## src/rtl/dac_i2s_tx_pkg.sv

```systemverilog
// Shared constants and helpers for the mono-to-stereo I2S DAC transmitter.
// Sample words are offset-binary on input and two's complement on the I2S line.
package dac_i2s_tx_pkg;

  localparam int I2S_SLOT_W     = 16;
  localparam int I2S_FRAME_BITS = 2 * I2S_SLOT_W;

  localparam logic [I2S_SLOT_W-1:0] I2S_MIDSCALE = 16'h8000;

  // Offset-binary to two's complement is just an MSB flip.
  function automatic logic [I2S_SLOT_W-1:0] ob_to_tc(input logic [I2S_SLOT_W-1:0] s);
    return {~s[I2S_SLOT_W-1], s[I2S_SLOT_W-2:0]};
  endfunction

endpackage

```

## src/rtl/dac_i2s_tx_clk_gen.sv

```systemverilog
// BCLK / LRCLK generator: divides i_clk into the bit clock and tracks the slot
// position inside the stereo frame. o_fall strobes in the cycle BCLK falls.
module i2s_clk_gen #(
  parameter int BCLK_DIV = 4,
  parameter int SAMPLE_W = 16
) (
  input  logic                          i_clk,
  input  logic                          i_reset,
  output logic                          o_bclk,
  output logic                          o_lrclk,
  output logic                          o_fall,
  output logic [$clog2(2*SAMPLE_W)-1:0] o_bit_cnt
);

  localparam int FRAME = 2 * SAMPLE_W;
  localparam int DIV_W = $clog2(BCLK_DIV);
  localparam int BIT_W = $clog2(FRAME);

  logic [DIV_W-1:0] r_div_cnt;
  logic [BIT_W-1:0] r_bit_cnt;
  logic             r_bclk;
  logic             r_lrclk;

  logic             w_wrap;
  logic             w_fall;
  logic [BIT_W-1:0] w_bit_nxt;

  assign w_wrap    = (r_div_cnt == DIV_W'(BCLK_DIV - 1));
  assign w_fall    = w_wrap & r_bclk;
  assign w_bit_nxt = (r_bit_cnt == BIT_W'(FRAME - 1)) ? '0 : r_bit_cnt + BIT_W'(1);

  always_ff @(posedge i_clk) begin
    if (!i_reset) begin
      r_div_cnt <= '0;
      r_bclk    <= 1'b0;
      r_bit_cnt <= BIT_W'(FRAME - 1);
      r_lrclk   <= 1'b1;
    end else begin
      if (w_wrap) begin
        r_div_cnt <= '0;
        r_bclk    <= ~r_bclk;
      end else begin
        r_div_cnt <= r_div_cnt + DIV_W'(1);
      end
      // Slot position and word select move only on BCLK falling edges.
      if (w_fall) begin
        r_bit_cnt <= w_bit_nxt;
        r_lrclk   <= (w_bit_nxt >= BIT_W'(SAMPLE_W));
      end
    end
  end

  assign o_bclk    = r_bclk;
  assign o_lrclk   = r_lrclk;
  assign o_fall    = w_fall;
  assign o_bit_cnt = r_bit_cnt;

endmodule

```

## src/rtl/dac_i2s_tx.sv

```systemverilog
// Mono sample to stereo I2S serialiser with a one-deep hold buffer, per-frame
// sample request and sticky underrun flag. SAMPLE_W is tied to the package slot width.
module dac_i2s_tx
  import dac_i2s_tx_pkg::*;
#(
  parameter int BCLK_DIV = 4,
  parameter int SAMPLE_W = I2S_SLOT_W
) (
  input  logic                i_clk,
  input  logic                i_reset,
  input  logic [SAMPLE_W-1:0] i_sample,
  input  logic                i_sample_valid,
  output logic                o_sample_req,
  output logic                o_bclk,
  output logic                o_lrclk,
  output logic                o_sdata,
  output logic                o_underrun
);

  localparam int FRAME = 2 * SAMPLE_W;
  localparam int BIT_W = $clog2(FRAME);

  logic             w_fall;
  logic [BIT_W-1:0] w_bit_cnt;
  logic             w_left_ld;
  logic             w_right_ld;
  logic [SAMPLE_W-1:0] w_src;
  logic [SAMPLE_W-1:0] w_src_tc;

  logic [SAMPLE_W-1:0] r_hold;
  logic                r_fresh;
  logic [SAMPLE_W-1:0] r_shreg;
  logic [SAMPLE_W-1:0] r_word;
  logic                r_sdata;
  logic                r_req;
  logic                r_underrun;

  i2s_clk_gen #(
    .BCLK_DIV (BCLK_DIV),
    .SAMPLE_W (SAMPLE_W)
  ) u_clk_gen (
    .i_clk     (i_clk),
    .i_reset   (i_reset),
    .o_bclk    (o_bclk),
    .o_lrclk   (o_lrclk),
    .o_fall    (w_fall),
    .o_bit_cnt (w_bit_cnt)
  );

  // bit_cnt is the pre-increment value, so the slot about to start is one ahead.
  assign w_left_ld  = w_fall && (w_bit_cnt == BIT_W'(FRAME - 1));
  assign w_right_ld = w_fall && (w_bit_cnt == BIT_W'(SAMPLE_W - 1));
  assign w_src      = i_sample_valid ? i_sample : r_hold;
  assign w_src_tc   = ob_to_tc(w_src);

  always_ff @(posedge i_clk) begin
    if (!i_reset) begin
      r_hold     <= I2S_MIDSCALE;
      r_fresh    <= 1'b0;
      r_shreg    <= '0;
      r_word     <= '0;
      r_sdata    <= 1'b0;
      r_req      <= 1'b0;
      r_underrun <= 1'b0;
    end else begin
      r_req <= w_left_ld;
      if (i_sample_valid) begin
        r_hold <= i_sample;
      end
      // A valid coinciding with the left load is consumed at once, so fresh ends low.
      if (w_left_ld) begin
        r_fresh <= 1'b0;
        r_word  <= w_src_tc;
        if (!r_fresh && !i_sample_valid) begin
          r_underrun <= 1'b1;
        end
      end else if (i_sample_valid) begin
        r_fresh <= 1'b1;
      end
      // The bit leaving the register lags the load by one slot: standard I2S delay.
      if (w_fall) begin
        r_sdata <= r_shreg[SAMPLE_W-1];
        if (w_left_ld) begin
          r_shreg <= w_src_tc;
        end else if (w_right_ld) begin
          r_shreg <= r_word;
        end else begin
          r_shreg <= {r_shreg[SAMPLE_W-2:0], 1'b0};
        end
      end
    end
  end

  assign o_sample_req = r_req;
  assign o_sdata      = r_sdata;
  assign o_underrun   = r_underrun;

endmodule

```

## config.mk

```make
export PLATFORM = sky130hd
export DESIGN_NAME = dac_i2s_tx
export DESIGN_NICKNAME = d
export VERILOG_FILES = /design/src/rtl/dac_i2s_tx_pkg.sv /design/src/rtl/dac_i2s_tx_clk_gen.sv /design/src/rtl/dac_i2s_tx.sv
export SDC_FILE = /design/constraint.sdc
export NUM_CORES = 1
export LEC_CHECK = 0
export ABC_AREA = 1
export ABC_CLOCK_PERIOD_IN_PS = 2500
export CAP_MARGIN = 5
export CORE_UTILIZATION = 45
export CTS_BUF_LIST = sky130_fd_sc_hd__clkbuf_4 sky130_fd_sc_hd__clkbuf_8 sky130_fd_sc_hd__clkbuf_16
export DETAILED_ROUTE_END_ITERATION = 7
export PLACE_DENSITY = 0.71
export REMOVE_ABC_BUFFERS = 1
export SLEW_MARGIN = 20
export SYNTH_ARGS = -nofsm -noshare
export SYNTH_HDL_FRONTEND = slang
export SYNTH_SLANG_ARGS = --single-unit
```

## constraint.sdc

```tcl
create_clock -name i_clk -period 2.5 [get_ports i_clk]
set_clock_uncertainty 0.2 [all_clocks]
set_input_delay 0.75 -clock i_clk [delete_from_list [all_inputs] [get_ports i_clk]]
set_output_delay 0.75 -clock i_clk [all_outputs]
set_load 0.02 [all_outputs]
```

### Yosys cells after proc, flatten, opt, wreduce, memory -nomap -nowiden

Cells that the tools add are included.

| word-level totals | value |
|---|---|
| input bits | 19 |
| flip-flop bits (word level) | 61 |
| output and inout port bits | 5 |

| cells by class | value |
|---|---|
| order comparisons | 1 |
| eq/ne operators | 3 |
| reduce and logical (&&, ||, !) cells | 8 |
| bitwise logic cells | 4 |
| add/subtract/negate cells | 2 |
| mux-type cells | 4 |

Operators with widths:

| operator | number |
|---|---|
| $mux 16 | 3 |
| $add 5x1->5 const B | 1 |
| $eq 5x4->1 const B | 1 |
| $eq 5x5->1 const B | 1 |
| $ge 5x5->1 const B | 1 |
| $mux 5 | 1 |
| $reduce_or 2->1 | 2 |
| $logic_and 1x1->1 | 3 |
| $not 1->1 | 3 |
| $add 2x1->2 const B | 1 |
| $eq 2x2->1 const B | 1 |
| $logic_not 1->1 | 2 |
| $reduce_and 2->1 | 1 |
| $and 1x1->1 | 1 |

### Logic depth before layout (Yosys ltp)

| logic depth | value |
|---|---|
| word-level depth | 5 |
| gate-level depth with buffers | 10 |
| gate-level depth less buffers | 10 |

### By module

From an unflattened synthesis, not the netlist that was laid out.

| second synthesis, totals | value |
|---|---|
| cells, all modules | 375 |
| area, all modules | 2,770.2 um^2 |

By module, submodules not included:

| module | instances | area an instance (um^2) | sequential area each (um^2) | cells an instance |
|---|---|---|---|---|
| dac_i2s_tx | 1 | 2,393.5 | 1,041.0 | 329 |
| i2s_clk_gen | 1 | 376.6 | 160.2 | 46 |

### Worst setup path before layout

No wires, ideal clock.

| timing | value |
|---|---|
| kind | input to register |
| from | in i_sample_valid |
| to | reg r_shreg[4] |
| arrival time | 1.505 ns |
| data required time | 2.230 ns |
| setup time | 0.070 ns |
| buffers on the path | 2 |
| slack | 0.725 ns |
| stages on the path | 7 |
| cells stage by stage | buf_2 > inv_1 > buf_4 > nand2_1 > nand3_1 > nand2_1 > a21oi_1 |

| on the way | value |
|---|---|
| word-level cells in the longest chain between the ends | 2 |

Ends and longest elaborated chain:

| element | line | text |
|---|---|---|
| start: declaration | dac_i2s_tx.sv:12 | `input logic i_sample_valid,` |
| $mux 16 | n/a |  |
| $mux 16 | dac_i2s_tx.sv:83 | `if (w_left_ld) begin` |
| end signal: assignment | dac_i2s_tx.sv:84 | `r_shreg <= w_src_tc;` |
| end signal: assignment | dac_i2s_tx.sv:86 | `r_shreg <= r_word;` |
| end signal: assignment | dac_i2s_tx.sv:88 | `r_shreg <= {r_shreg[SAMPLE_W-2:0], 1'b0};` |
| end: declaration | dac_i2s_tx.sv:32 | `logic [SAMPLE_W-1:0] r_shreg;` |

Every way passes these cells.
A chain may end at the register's enable or synchronous reset.

### Worst setup path after layout

| timing | value |
|---|---|
| from | reg u_clk_gen.r_bclk (netlist: u_clk_gen.o_bclk) |
| to | out o_bclk |

RTL lines:

| element | line | text |
|---|---|---|
| start: declaration | dac_i2s_tx_clk_gen.sv:21 | `logic r_bclk;` |
| start signal: assignment | dac_i2s_tx_clk_gen.sv:41 | `r_bclk <= ~r_bclk;` |
| end: declaration | dac_i2s_tx.sv:14 | `output logic o_bclk,` |

No word-level cell between the ends.

==> reports/results.ini <==
[status]
outcome=finished clean

[logic_synthesis]
synth_top_flop_cell=dfxtp_1
synthTopCellsByArea=dfxtp_1, nand2_1, a21oi_1
yosysTopAreaCellShare_pct=46.2
ys_types=24
synth.cell_area_mm2=0.00260
syn_inst=362
synth_edf_count=0
synth_area_leader_cell=dfxtp_1
synth_seq_cells=60
synth_most_common_cell=nand2_1
async_flop_share_pct=0
ys_seq_area_share_pct=46.2
syn_area_per_cell_um2=7.18
yosysWarnings=0
netlist_top_cells_count=nand2_1, dfxtp_1, inv_1, a21oi_1, nand3_1

[cts]
clock_path_buffers=2
hold_buffers=0
clk_latency_ps=350
cts_num_sinks=60
htree_levels=3
cts_buffers=9
cts-root-buf=clkbuf_8
tritoncts=done
clkTransAtPathRegs_ps=60

[pwr]
seqPwrFrac_pct=51.2
ir_drop_uv=388
intPower_mw=1.47
swShare_pct=23.9
p_sw_mw=0.461
p_per_area_mw_per_mm2=627
comb_power_share_pct=7.8
finalPower_mw=1.93
pwr-share-clk_pct=41.0
p_leak_nw=1.40

[floorplanning]
top_level_ports=24
dieArea_mm2=0.00609
die_w_um=78.0
core_region_area_mm2=0.00554
die_y_um=78.0
rows=27
initial_utilization_pct=46.9

[critical_path]
crit_type=reg -> out
crit_path_start_kind=flip-flop
max_stage_delay_ps=630
cp_num_buf_inv=1
crit_arrival_ps=1370
slowest_stage=clkdlybuf4s50_1
ff2ff_setup_slack_ps=290
ff2ff_path_depth=10
path_cells=clkdlybuf4s50_1
cp.required_ps=1550
path_delay_family=buffers and inverters
crit_start=u_clk_gen.o_bclk$_SDFFE_PN0N_
r2r_start=u_clk_gen.o_bit_cnt[0]$_SDFFE_PN1P_
end_kind=primary output
r2r_end=r_word[2]$_SDFFE_PN0P_
worstPathMaxFanout=3

[placement]
post-place-cells=448
port_buffers=23
globalplace.congestion=0.767
dpl.hpwl_um=3810

[route]
drt_first_pass_iters=4
vias=2316
drc=0
wl_per_cell_um=12.9
postRouteAntennaNets=0
wirelength_um=5960
drt_iter0_drc=132
vias_per_cell=5.00

[final_layout]
final_cells=463
layout-drive-gt1-share_pct=9.21
nNetsFinal=410
insertedDiodeCount=0
syn2layout_area_growth_pct=18.4

[global_route]
track_usage_pct=22.2
grt_max_degree=22
antenna_found_initial=0
grt.overflow.total=0
grt_pass1_wl_um=10400
grt_pass1_vias=2288

[timing]
min_period_ps=2320
setup_viol=0
fin_crit_sh_pct=92.6
slew_headroom_pct=60.6
finalSetupTns_ps=0
hold_viol=0
worst_pin_slew_ps=590
max_freq_ghz=0.432
slew_viol_final=0
rsz0062_at_grt=false

[job]
max_cap_viol_count=0

[hold_path]
hold_path.class=reg -> reg
min_path_cells=1
whs_endpoint=u_clk_gen.r_div_cnt[0]$_SDFF_PP0_
holdCritStartpoint=u_clk_gen.r_div_cnt[0]$_SDFF_PP0_

kinds of logic after synthesis:
group | count (synthesis) | synth area share, %
AOI/OAI and AO/OA | 71 | 14.1
adders and majority gates | 4 | 1.93
buffers and inverters | 69 | 11.2
DFF | 60 | 46.2
and+or+nand+nor | 158 | 26.6
power groups by stage:
stage,combinational (mW),clock (mW),sequential [mW]
floorplan,0.0690,0,1.01
global placement,0.147,0,1.01
detailed placement,0.150,0,1.01
CTS,0.151,0.803,0.989
global route,0.173,0.840,0.991
finish,0.151,0.791,0.989
per-stage QoR:
step | util (%) | setup slack, ps | hold WS (ps) | area, µm²
floorplan | - | 293 | 204 | 2490
global placement | 52.3 | 159 | 213 | 2900
detailed placement | 52.3 | 70.4 | 226 | 2900
CTS | 55.5 | 169 | 235 | 3080
global route | 55.6 | 85.2 | 262 | 3080
finish | 55.6 | 185 | 230 | 3080
repair_timing:
item | in CTS | in global routing
setup buffers | 0 | 0
resized for setup | 0 | 1
setup endpoints to repair | 0 | 2
cell type report:
| type | count | area, µm² |
|---|---|---|
| fillers | 549 | 2460 |
| flip-flops and latches | 60 | 1200 |
| multi-input cells | 233 | 1110 |
| repair buffers | 35 | 320 |
| inverters | 48 | 180 |
| clock buffers | 13 | 166 |
| well taps | 72 | 90.1 |
| clock inverters | 2 | 10.0 |
registers in the layout, summed over array words and instances (netlist names):
name                 count
r_fresh                  1
u_clk_gen.o_lrclk        1
u_clk_gen.o_bclk         1
u_clk_gen.r_div_cnt      2
u_clk_gen.o_bit_cnt      4
r_shreg                 16
r_word                  16
o_sdata                  1
r_hold                  16
o_underrun               1
o_sample_req             1
cell usage in the layout (no fill, tap or decap):
cell,Yosys,layout
a21oi_1,38,38
buf_4,1,12
clkbuf_4,0,2
clkbuf_8,0,11
clkdlybuf4s50_1,0,23
clkinv_2,0,2
dfxtp_1,60,60
ha_1,4,3
ha_2,0,1
inv_1,46,46
inv_2,2,2
nand2_1,94,94
nand2_2,2,2
nand2_4,1,1
nand3_1,27,27
nand3_2,1,1
nand4_1,12,12
nor2_1,17,17
nor2_4,1,1
nor3_1,1,1
nor3b_1,1,1
o211ai_1,1,1
o21ai_0,24,24
o22ai_1,8,8
or2_2,1,1
worst max-delay path by stage:
stage                         endpoint  slack [ps]  cells past startpoint
2_1_floorplan  r_word[15]$_SDFFE_PN0P_         290                      6
3_3_place_gp   r_shreg[0]$_SDFFE_PN0P_         160                      8
3_5_place_dp   r_shreg[2]$_SDFFE_PN0P_          70                      6
4_1_cts                         o_bclk         170                      1
5_1_grt         r_word[4]$_SDFFE_PN0P_          90                     10
6_report                        o_bclk         180                      1
routing by layer:
| layer | vias to the layer above | GRT usage (%) | routed length (µm) |
|---|---|---|---|
| li1 | 1214 | - | - |
| met1 | 1040 | 26.9 | 2740 |
| met2 | 51 | 37.3 | 2770 |
| met3 | 11 | 5.93 | 320 |
| met4 | 0 | 8.89 | 127 |
| met5 | - | 0 | 0 |
Power figures use the tool's default switching activity.
